===== config.mk =====
export PLATFORM = sky130hd
export DESIGN_NAME = cpu_step_controller
export DESIGN_NICKNAME = d
export VERILOG_FILES = /design/src/rtl/cpu_ctrl_pkg.sv /design/src/rtl/cpu_step_controller_settle_timer.sv /design/src/rtl/cpu_step_controller.sv
export SDC_FILE = /design/constraint.sdc
export NUM_CORES = 1
export LEC_CHECK = 0
export CORE_MARGIN = 1
export CORE_UTILIZATION = 36
export CTS_CLUSTER_SIZE = 20
export DETAILED_ROUTE_END_ITERATION = 7
export HOLD_SLACK_MARGIN = 0.06
export PLACE_DENSITY_LB_ADDON = 0.2
export SYNTH_ARGS = -nofsm -noshare
export SYNTH_HDL_FRONTEND = slang
export SYNTH_HIERARCHICAL = 1
export SYNTH_SLANG_ARGS = --single-unit

===== constraint.sdc =====
create_clock -name clk -period 2.2 [get_ports clk]
set_input_delay 0.44 -clock clk [delete_from_list [all_inputs] [get_ports clk]]
set_output_delay 0.44 -clock clk [all_outputs]
set_load 0.1 [all_outputs]

===== src/rtl/cpu_ctrl_pkg.sv =====
// ============================================================================
// cpu_ctrl_pkg : shared state encoding and defaults for the CPU step sequencer
// Revision     : 1.0
// ============================================================================
`default_nettype none

package cpu_ctrl_pkg;

   typedef enum logic [1:0] {
      ST_IDLE   = 2'd0,
      ST_STEP   = 2'd1,
      ST_SETTLE = 2'd2,
      ST_HALTED = 2'd3
   } state_t;

   localparam logic [5:0] c_halt_op_default = 6'h3F;

endpackage

`default_nettype wire


===== src/rtl/cpu_step_controller_settle_timer.sv =====
// ============================================================================
// settle_timer : loads SETTLE-1 on a step and flags the final settle cycle
// Revision     : 1.0
// ============================================================================
`default_nettype none

module settle_timer #(
   parameter int SETTLE = 4
) (
   input  logic clk,
   input  logic rst,
   input  logic load_i,
   output logic last_o
);

   localparam int             c_w    = (SETTLE > 1) ? $clog2(SETTLE) : 1;
   localparam logic [c_w-1:0] c_load = c_w'(SETTLE - 1);

   logic [c_w-1:0] cnt_q;
   logic [c_w-1:0] cnt_d;

   always_comb begin
      cnt_d = cnt_q;
      if (load_i) begin
         cnt_d = c_load;
      end else if (cnt_q != '0) begin
         cnt_d = cnt_q - c_w'(1);
      end
   end

   always_ff @(posedge clk or posedge rst) begin
      if (rst) begin
         cnt_q <= '0;
      end else begin
         cnt_q <= cnt_d;
      end
   end

   assign last_o = (cnt_q == '0);

endmodule

`default_nettype wire


===== src/rtl/cpu_step_controller.sv =====
// ============================================================================
// cpu_step_controller : issues one-cycle CPU step enables with a settle gap
// Revision            : 1.0
// ============================================================================
`default_nettype none

module cpu_step_controller
   import cpu_ctrl_pkg::*;
#(
   parameter int         SETTLE  = 4,
   parameter int         CNT_W   = 16,
   parameter logic [5:0] HALT_OP = c_halt_op_default
) (
   input  logic             clk,
   input  logic             RST,
   input  logic             key_pulse,
   input  logic             mode_run,
   input  logic [CNT_W-1:0] run_count,
   input  logic             bp_en,
   input  logic [31:0]      bp_addr,
   input  logic [31:0]      pc,
   input  logic [31:0]      ins,
   output logic             step_pulse,
   output logic             busy,
   output logic             running,
   output logic             halted,
   output logic             bp_hit,
   output logic             done,
   output logic [CNT_W-1:0] step_cnt
);

   state_t           state_q,   state_d;
   logic             mode_q,    mode_d;
   logic             bounded_q, bounded_d;
   logic [CNT_W-1:0] remain_q,  remain_d;
   logic             abort_q,   abort_d;
   logic             bp_hit_q,  bp_hit_d;
   logic             done_q,    done_d;
   logic             running_q, running_d;
   logic [CNT_W-1:0] cnt_q,     cnt_d;

   logic w_last;
   logic w_halt_ins;
   logic w_abort;
   logic w_finish;
   logic w_unused_ins;

   assign w_halt_ins   = (ins[31:26] == HALT_OP);
   // A key press on the final settle cycle of a run still counts as an abort.
   assign w_abort      = abort_q | (key_pulse & mode_q);
   assign w_unused_ins = ^ins[25:0];

   settle_timer #(
      .SETTLE (SETTLE)
   ) u_settle_timer (
      .clk    (clk),
      .rst    (RST),
      .load_i (state_q == ST_STEP),
      .last_o (w_last)
   );

   always_comb begin
      state_d   = state_q;
      mode_d    = mode_q;
      bounded_d = bounded_q;
      remain_d  = remain_q;
      abort_d   = abort_q;
      bp_hit_d  = bp_hit_q;
      running_d = running_q;
      cnt_d     = cnt_q;
      done_d    = 1'b0;
      w_finish  = 1'b0;

      case (state_q)
         ST_IDLE: begin
            if (key_pulse) begin
               if (w_halt_ins) begin
                  state_d = ST_HALTED;
               end else begin
                  mode_d    = mode_run;
                  remain_d  = run_count;
                  bounded_d = (run_count != '0);
                  bp_hit_d  = 1'b0;
                  abort_d   = 1'b0;
                  running_d = mode_run;
                  state_d   = ST_STEP;
               end
            end
         end
         ST_STEP: begin
            cnt_d = cnt_q + CNT_W'(1);
            if (bounded_q) begin
               remain_d = remain_q - CNT_W'(1);
            end
            abort_d = w_abort;
            state_d = ST_SETTLE;
         end
         ST_SETTLE: begin
            abort_d = w_abort;
            if (w_last) begin
               w_finish = 1'b1;
               if (w_halt_ins) begin
                  state_d = ST_HALTED;
               end else if (w_abort || !mode_q) begin
                  state_d = ST_IDLE;
               end else if (bp_en && (pc == bp_addr)) begin
                  bp_hit_d = 1'b1;
                  state_d  = ST_IDLE;
               end else if (bounded_q && (remain_q == '0)) begin
                  state_d = ST_IDLE;
               end else begin
                  w_finish = 1'b0;
                  state_d  = ST_STEP;
               end
            end
            if (w_finish) begin
               done_d    = 1'b1;
               running_d = 1'b0;
               abort_d   = 1'b0;
            end
         end
         ST_HALTED: begin
            state_d = ST_HALTED;
         end
         default: begin
            state_d = ST_IDLE;
         end
      endcase
   end

   always_ff @(posedge clk or posedge RST) begin
      if (RST) begin
         state_q   <= ST_IDLE;
         mode_q    <= 1'b0;
         bounded_q <= 1'b0;
         remain_q  <= '0;
         abort_q   <= 1'b0;
         bp_hit_q  <= 1'b0;
         done_q    <= 1'b0;
         running_q <= 1'b0;
         cnt_q     <= '0;
      end else begin
         state_q   <= state_d;
         mode_q    <= mode_d;
         bounded_q <= bounded_d;
         remain_q  <= remain_d;
         abort_q   <= abort_d;
         bp_hit_q  <= bp_hit_d;
         done_q    <= done_d;
         running_q <= running_d;
         cnt_q     <= cnt_d;
      end
   end

   assign step_pulse = (state_q == ST_STEP);
   assign busy       = (state_q == ST_STEP) || (state_q == ST_SETTLE);
   assign halted     = (state_q == ST_HALTED);
   assign running    = running_q;
   assign bp_hit     = bp_hit_q;
   assign done       = done_q;
   assign step_cnt   = cnt_q;

endmodule

`default_nettype wire


[Word-level counts from Yosys, hierarchy flattened]
Cells that the tools add are included.
W data, S select, Z words.
Cells by class
  add/sub/neg operators: 3
  multipliers: 0
  divide/modulo/power cells: 0
  order comparisons: 0
  eq/ne operators: 13
  shifts and indexed selects: 0
  mux-type cells: 35
  bitwise gates (word level): 3
  reductions and logical operators: 20
Operator list (number)
  $mux W16: 3
  $eq A32 B32 Y1: 1
  $pmux W16 S2: 1
  $mux W1: 21
  $add A16 B1 Y16 const B: 1
  $logic_not A16 Y1: 1
  $reduce_bool A16 Y1: 1
  $sub A16 B1 Y16 const B: 1
  $mux W2: 6
  $ne A2 B2 Y1 const B: 5
  $pmux W2 S4: 1
  $reduce_and A4 Y1: 2
  $reduce_bool A2 Y1: 4
  $reduce_and A7 Y1: 1
  $eq A6 B6 Y1 const B: 1
  $ne A2 B1 Y1 const B: 3
  $reduce_and A3 Y1: 2
  $eq A2 B2 Y1 const B: 2
  $logic_not A2 Y1: 2
  $pmux W1 S2: 2
  $pmux W1 S3: 1
  $reduce_bool A3 Y1: 1
  $eq A2 B1 Y1 const B: 1
  $logic_and A1 B1 Y1: 2
  other kinds (7): 8
Storage, ports and cells
  register bits after elaboration: 42
  bits in latches: 0
  memory bits (writable): 0
  ROM bits: 0
  input port bits: 117
  output and inout bits: 22
  logic and storage cells: 84
  memories: 0

[Longest topological paths before layout]
Gate-level depths: netlist of run 1.
  word-level depth: 10
  mapped depth: 8
  depth with buffers taken out: 7

[By module]
Netlist of run 1, hierarchy kept.
Modules (own cells, without submodules)
  cpu_step_controller: times used 1, cells an instance 283, area an instance 2555.0 sq um, seq. area each 1001.0 sq um
  settle_timer: times used 1, cells an instance 11, area an instance 108.9 sq um, seq. area each 50.0 sq um

[Worst setup path after synthesis of run 1]
OpenSTA, ideal clock, no wires.
  kind: reg-to-reg
  start: register state_q[1]
  end: register cnt_q[11] (netlist: step_cnt[11])
  setup time: 0.163 ns
  arrival: 2.404 ns
  required time: 2.037 ns
  slack: -0.367 ns
  stages on the path, launching flop included: 8
  path buffers: 0
  period minus slack after synthesis: 2.567 ns
  path through: dfrtp_1 inv_1 ha_1 and3_1 and3_1 nand4_1 nor3_1 xor2_1
Between the ends
  cells in the longest elaborated chain, start to end: 1
Ends and longest elaborated chain
  start, declared: RTL line cpu_step_controller.sv:32  | state_t state_q, state_d;
  start signal, assigned: RTL line cpu_step_controller.sv:143  | state_q <= state_d;
  $eq A2 B1 Y1
  named net step_pulse: RTL line cpu_step_controller.sv:23  | output logic step_pulse,
  end signal, assigned: RTL line cpu_step_controller.sv:151  | cnt_q <= cnt_d;
  end, declared: RTL line cpu_step_controller.sv:40  | logic [CNT_W-1:0] cnt_q, cnt_d;
The timed path passes the listed nets, and every way through them passes these cells.
A chain may end at the register's enable or synchronous reset.

[Worst setup path in the final report of run 1]
  start: register remain_q[6]
  end: register running_q (netlist: running)
Between the ends
  cells in the longest elaborated chain, start to end: 10
Ends and longest elaborated chain
  start, declared: RTL line cpu_step_controller.sv:35  | logic [CNT_W-1:0] remain_q, remain_d;
  start signal, assigned: RTL line cpu_step_controller.sv:146  | remain_q <= remain_d;
  $logic_not A16 Y1: RTL line cpu_step_controller.sv:109  | end else if (bounded_q && (remain_q == '0)) begin
  $logic_and A1 B1 Y1: RTL line cpu_step_controller.sv:109
  $mux W1: RTL line cpu_step_controller.sv:109
  $mux W1: RTL line cpu_step_controller.sv:106  | end else if (bp_en && (pc == bp_addr)) begin
  $mux W1: RTL line cpu_step_controller.sv:104  | end else if (w_abort || !mode_q) begin
  $mux W1: RTL line cpu_step_controller.sv:102  | if (w_halt_ins) begin
  $mux W1: RTL line cpu_step_controller.sv:100  | if (w_last) begin
  $mux W1: RTL line cpu_step_controller.sv:74  | case (state_q)
  $ne A2 B1 Y1 (no line)
  $reduce_and A4 Y1 (no line)
  end signal, assigned: RTL line cpu_step_controller.sv:150  | running_q <= running_d;
  end, declared: RTL line cpu_step_controller.sv:39  | logic running_q, running_d;
No other way between the ends. The select of a mux whose other input is x is not followed.

==> results of run 1 <==
-- power by group --
| group | total (uW) | internal, uW | switching [uW] | leakage, uW |
|---|---|---|---|---|
| logic | 2950 | 1160 | 1780 | 0.00112 |
| registers | 1370 | 1060 | 309 | 0.000520 |
| clock network | 751 | 484 | 267 | 0.0000714 |
| total | 5070 | 2710 | 2360 | 0.00171 |
-- logic make-up (layout without fill, tap and decap cells) --
| family | Yosys count | in the layout | synth area share (%) |
|---|---|---|---|
| AND/OR/NAND/NOR | 104 | 104 | 20.9 |
| adder cells (fa/ha/maj) | 8 | 8 | 3.76 |
| flip-flops | 42 | 42 | 39.5 |
| buffers and inverters | 22 | 151 | 3.10 |
| multiplexers | 6 | 6 | 2.35 |
| XOR/XNOR | 48 | 48 | 15.8 |
| AO/OA/AOI/OAI | 64 | 64 | 14.7 |
-- Yosys cell counts --
master | n | area share [%]
nor4_2 | 1 | 0.47
or3_4 | 1 | 0.42
o221a_2 | 1 | 0.42
nand2_1 | 18 | 2.5
nor2b_1 | 1 | 0.24
o221ai_1 | 1 | 0.33
xor2_1 | 11 | 3.6
mux2i_1 | 4 | 1.5
o22ai_1 | 11 | 2.6
a21o_1 | 4 | 1.1
a2111oi_2 | 1 | 0.56
a31o_2 | 1 | 0.33
o32ai_1 | 2 | 0.66
a22oi_1 | 1 | 0.28
a21oi_1 | 22 | 4.1
o21ai_0 | 15 | 2.8
nand4_1 | 14 | 3.3
and3_1 | 3 | 0.70
o21a_1 | 1 | 0.28
xnor2_1 | 37 | 12
a221o_1 | 1 | 0.38
or3_1 | 1 | 0.24
mux2_2 | 2 | 0.85
nor3b_1 | 1 | 0.28
ha_1 | 8 | 3.8
dfrtp_1 | 42 | 39
nor3_1 | 5 | 0.94
nor4_1 | 10 | 2.3
nand3_1 | 16 | 3.0
or4_4 | 1 | 0.42
a2bb2oi_1 | 1 | 0.33
nor2_1 | 20 | 2.8
nand3b_1 | 1 | 0.28
nand2b_1 | 6 | 1.4
a31oi_1 | 2 | 0.47
inv_1 | 14 | 2.0
and2_1 | 2 | 0.47
and4_1 | 3 | 0.99
clkbuf_1 | 6 | 0.85
buf_1 | 2 | 0.28
-- area by class of cell --
type / count / area share [%]
Clock buffer: 6 / 1.98
Clock inverter: 2 / 1.44
Inverter: 14 / 1.26
Multi-Input combinational cell: 230 / 37.6
Sequential cell: 42 / 25.3
Tap cell: 96 / 2.89
Timing Repair Buffer: 129 / 29.6
-- final timing paths --
check,end,slack (ns),cells past startpoint
max in group asynchronous,running,1.39,3
max,running,0.19,6
max reg2reg,running,0.19,6
min,u_settle_timer/cnt_q[0],0.33,2
min reg2reg,step_cnt[15],0.47,1
min in group clk,step_cnt[15],0.47,1
-- metal layers --
layer,track usage (%),up-vias
met5,0,-
met4,6.45,0
met3,5.18,10
met2,33.2,100
met1,24.5,1233
li1,-,1316
-- metrics by stage --
step           instance area [um^2]  power, uW  TNS (ns)  hold slack [ns]  utilization [%]
2_1_floorplan                  2680       3350         0            0.181                -
3_3_place_gp                   4000       4230    -0.557            0.461             57.3
3_5_place_dp                   4000       4290    -0.653            0.470             57.3
4_1_cts                        4150       5060         0            0.321             59.4
5_1_grt                        4160       5420         0            0.323             59.6
6_report                       4160       5070         0            0.331             59.6
-- sequential cells by signal, indices dropped and copies added (netlist names) --
| register | count |
|---|---|
| running | 1 |
| state_q | 2 |
| remain_q | 16 |
| u_settle_timer/cnt_q | 2 |
| abort_q | 1 |
| done | 1 |
| step_cnt | 16 |
| bp_hit | 1 |
| bounded_q | 1 |
| mode_q | 1 |
-- what timing repair did --
action | 4_1_cts | 5_1_grt
endpoints found under the setup margin | 3 | 4
gates cloned | 0 | 0
gates resized for setup | 1 | 2
pin swaps | 0 | 1
setup buffers | 0 | 0
==> run summary, run 1 <==
GRT Total Usage = 19.7%
Clock transition at the registers of the reported paths = 0.08 ns
Top Family by Delay on Critical Path = simple AND/OR/NAND/NOR gates
Yosys warns = 6
Met3 WL = 494 um
Post-CTS Hold Fix Bufs = 0
Footprint of the multi-input gates = 1560 um^2
Final Cycle Share = 91.5%
Crit end category = flop
DP Cell Count = 511
Layout cells sized above 1 = 13.9%
Count of cell types in the netlist = 40
Reg2Reg Launch Point = remain_q[6]
Nets = 547
Clk buf depth = 2
Syn_nets = 419
Ant. Diodes = 0
Most common cell after layout, fill and taps aside = clkdlybuf4s50_1
Initial Util = 38.2%
Initial antenna violation count = 0
Max-slew headroom = 73.3%
Lkg Pwr = 0.00171 uW
DR DRC count = 0
Yosys reg bits = 42
Critical Path Source = remain_q[6]
Buf+Inv Stages, Crit Path = 0
Row cnt = 30
Peak VDD IR = 1.05 mV
Vias in the first global route = 2,621
Hold Crit Class = input pin to async pin
FMAX = 497 MHz
Critical Path AT = 2.17 ns
Setup Slack @ Placement = -0.160 ns
Synthesized area = 2660 um^2
Max cap viols = 0
Worst Path Max Fanout = 3
Skew-Pair Late Insertion Delay = 0.29 ns
Full die area = 7750 um^2
CTS tree = built
Fill cells = 665
Sequential-to-total area share from yosys stat = 39.5%
Die Y = 88.0 um
Kind of critical path = flop to flop
1st-pass router iterations = 4
Final-report hold violation count = 0
Sequential cell area = 1050 um^2
Starting DRT DRC Count = 63
Post-DR vias/cell = 5.12
Synth Instances = 294
Gr ovfl total = 0
PD cells = 1220 nW/um^2
Status = finished, final reports clean
M1 WL = 3010 um
Core area = 6980 um^2
Mean Syn Cell Area = 9.06 um^2
DP HPWL = 5740 um
Max Clock Skew = 0.0103 ns
Slowest CP cell = or4_4
Pin count of the biggest net entering global routing = 33
Syn-to-layout area delta = 56.2%
Post-DRT Antenna Nets = 0
Port-buffer cells = 112
Vias post-DR = 2,659
Wire per inst = 13.7 um
Critical Path RT = 2.36 ns
Tmin final = 2.01 ns
CTS H-tree lvls = 2
Total wire length = 7100 um
Final WS setup = 0.187 ns
Die width = 88.0 um
Worst setup SP type = flop
Max layer used = met4
Commonest cells after routing, fill and taps aside = 90 x clkdlybuf4s50_1, 42 x dfrtp_1, 37 x xnor2_1
RePlAce Congestion = 0.829
Root cell of the clock tree = clkbuf_8
CP Cell Sequence = or3_4 > or4_4 > nor4_4 > nor2_2 > a31oi_2 > o21ai_0
Final setup fails = 0
I/O pins = 139
RSZ-0062 raised after global routing = false
Met2 wire length = 3480 um
Max incr delay on CP = 0.45 ns
Final Max Slew Viols = 0
First-pass GRT wire length = 12,100 um
Worst-margin pin slew = 0.397 ns
Clock sink count = 42
Total CTS buffers = 5
Final Instance Count excl. Fillers = 519
(Power assumes the default switching activity.)
==> inputs of run 2 (changes only) <==
--- a/config.mk
+++ b/config.mk
@@ -5,7 +5,6 @@
 export SDC_FILE = /design/constraint.sdc
 export NUM_CORES = 1
 export LEC_CHECK = 0
-export CORE_MARGIN = 1
 export CORE_UTILIZATION = 36
 export CTS_CLUSTER_SIZE = 20
 export DETAILED_ROUTE_END_ITERATION = 7
==> results of run 2 <==
No change in the layout: final DEF, timing and power equal those of run 1.
==> inputs of run 3 (changes only) <==
--- a/config.mk
+++ b/config.mk
@@ -5,7 +5,10 @@
 export SDC_FILE = /design/constraint.sdc
 export NUM_CORES = 1
 export LEC_CHECK = 0
-export CORE_UTILIZATION = 36
+export CELL_PAD_IN_SITES_DETAIL_PLACEMENT = 1
+export CELL_PAD_IN_SITES_GLOBAL_PLACEMENT = 1
+export CORE_UTILIZATION = 26
+export CTS_CLUSTER_DIAMETER = 30
 export CTS_CLUSTER_SIZE = 20
 export DETAILED_ROUTE_END_ITERATION = 7
 export HOLD_SLACK_MARGIN = 0.06
==> run 3 against run 2 <==
Effect of this change: non-clock buffer count up 5; clock-buffer cell count down 1; largest power group unchanged; design area grew 2.0%; clock power down 18%; largest cell class unchanged; global-route usage shrank 3.0 points; clock skew barely moved; cell count up 8.1%; core utilization fell by 17 points; combinational power grew 6%.
==> run summary, run 3 (synthesis gave the netlist of run 1 again) <==
Vias post-DR = 2,676
PD cells = 1200 nW/um^2
Root cell of the clock tree = clkbuf_8
DP HPWL = 6650 um
Post-DRT Antenna Nets = 0
Worst-margin pin slew = 0.395 ns
Vias in the first global route = 2,862
Status = finished, final reports clean
Port-buffer cells = 112
Lkg Pwr = 0.00173 uW
Wire per inst = 14.5 um
Worst Path Max Fanout = 3
Most common cell after layout, fill and taps aside = clkdlybuf4s50_1
# Post-CTS Setup Buffers = 0
Final Instance Count excl. Fillers = 561
Commonest cells after routing, fill and taps aside = 90 x clkdlybuf4s50_1, 42 x dfrtp_1, 39 x buf_4
Final Core Density = 43.0%
FMAX = 497 MHz
Worst setup SP type = flop
Max incr delay on CP = 0.45 ns
Critical Path RT = 2.42 ns
Buf+Inv Stages, Crit Path = 0
Final-report hold violation count = 0
Kind of critical path = flop to flop
Syn-to-layout area delta = 59.3%
1st-pass router iterations = 4
Gr ovfl total = 0
I/O pins = 139
First-pass GRT wire length = 13,800 um
Fill cells = 1,128
Final setup fails = 0
Total CTS buffers = 5
Crit end category = flop
Total wire length = 8140 um
GRT Total Usage = 16.7%
Nets = 552
Top Family by Delay on Critical Path = simple AND/OR/NAND/NOR gates
Peak VDD IR = 0.649 mV
Max-slew headroom = 73.4%
Max cap viols = 0
Slowest CP cell = or4_4
Pin count of the biggest net entering global routing = 38
RSZ-0062 raised after global routing = false
Post-DR vias/cell = 4.77
Clock sink count = 42
DP Cell Count = 553
Clk buf depth = 2
CP Cell Sequence = or3_4 > or4_4 > nor4_4 > nor2_2 > a31oi_2 > and2_1
Clock transition at the registers of the reported paths = 0.09 ns
Core area = 9860 um^2
Hold Crit Class = input pin to async pin
Post-CTS Hold Fix Bufs = 0
Starting DRT DRC Count = 48
Max Clock Skew = 0.0100 ns
Layout cells sized above 1 = 15.2%
RePlAce Congestion = 0.794
Final setup TNS = 0 ns
DR DRC count = 0
Initial Util = 27.0%
Die Y = 103 um
Tmin final = 2.01 ns
Final Cycle Share = 91.4%
Critical Path AT = 2.23 ns
CTS tree = built
CTS H-tree lvls = 2
Die width = 103 um
Initial antenna violation count = 0
Full die area = 10,700 um^2
Final Max Slew Viols = 0
Row cnt = 36
Ant. Diodes = 0
Skew-Pair Late Insertion Delay = 0.29 ns
## run 3: changes by cell type in the layout (fill, tap and decap cells not counted)
| cell | delta |
|---|---|
| buf_12 | +2 |
| bufinv_16 | -1 |
| buf_4 | +3 |
| nor4_2 | +1 |
| nor4_1 | -1 |
| clkinv_2 | +2 |
| clkbuf_8 | -1 |
## run 3: timing repair
item,in CTS,in global routing
resized for setup,3,1
setup endpoints to repair,4,5
pin swaps,0,1
gates cloned,0,0
## run 3: final timing paths
path / start / to / slack, ns / cells after the start
setup / recovery: remain_q[6] / done / 0.19 / 6
hold / removal: RST / u_settle_timer/cnt_q[1] / 0.34 / 2
setup reg to reg: remain_q[6] / done / 0.19 / 6
hold reg to reg: step_cnt[15] / step_cnt[15] / 0.47 / 1
max in group asynchronous: RST / remain_q[8] / 1.36 / 3
min in group clk: step_cnt[15] / step_cnt[15] / 0.47 / 1
## run 3: metrics by stage
step           hold slack, ns  setup WS [ns]  total power, uW  instance area [um^2]
4_1_cts                 0.343        0.00862             5170                  4240
2_1_floorplan           0.181         0.0443             3350                  2680
5_1_grt                 0.346         0.0317             5520                  4240
6_report                0.345          0.190             5100                  4240
3_5_place_dp            0.464         -0.167             4500                  4110
3_3_place_gp            0.459         -0.170             4440                  4110
## run 3: cell type report
cell class                      instances  area (um^2)  share of cell area [%]
Clock inverter                          3         40.0                   0.944
Timing Repair Buffer                  134         1290                    30.5
Multi-Input combinational cell        230         1570                    37.0
Clock buffer                            5         68.8                    1.62
Inverter                               14         52.6                    1.24
Tap cell                              133          166                    3.92
Sequential cell                        42         1050                    24.8
## run 3: layer usage
metal / routed length [um] / up-vias / global-route usage (%)
met1: 3570 / 1290 / 20.8
met3: 329 / 4 / 2.82
met4: 77 / 0 / 3.68
met2: 4160 / 65 / 30.1
met5: 0 / - / 0
li1: - / 1317 / -
## run 3: report_power, final
group	leakage [uW]	switching (uW)	total [uW]	internal [uW]
clock network	0.0000579	281	615	335
logic	0.00115	1860	3130	1270
registers	0.000520	295	1360	1060
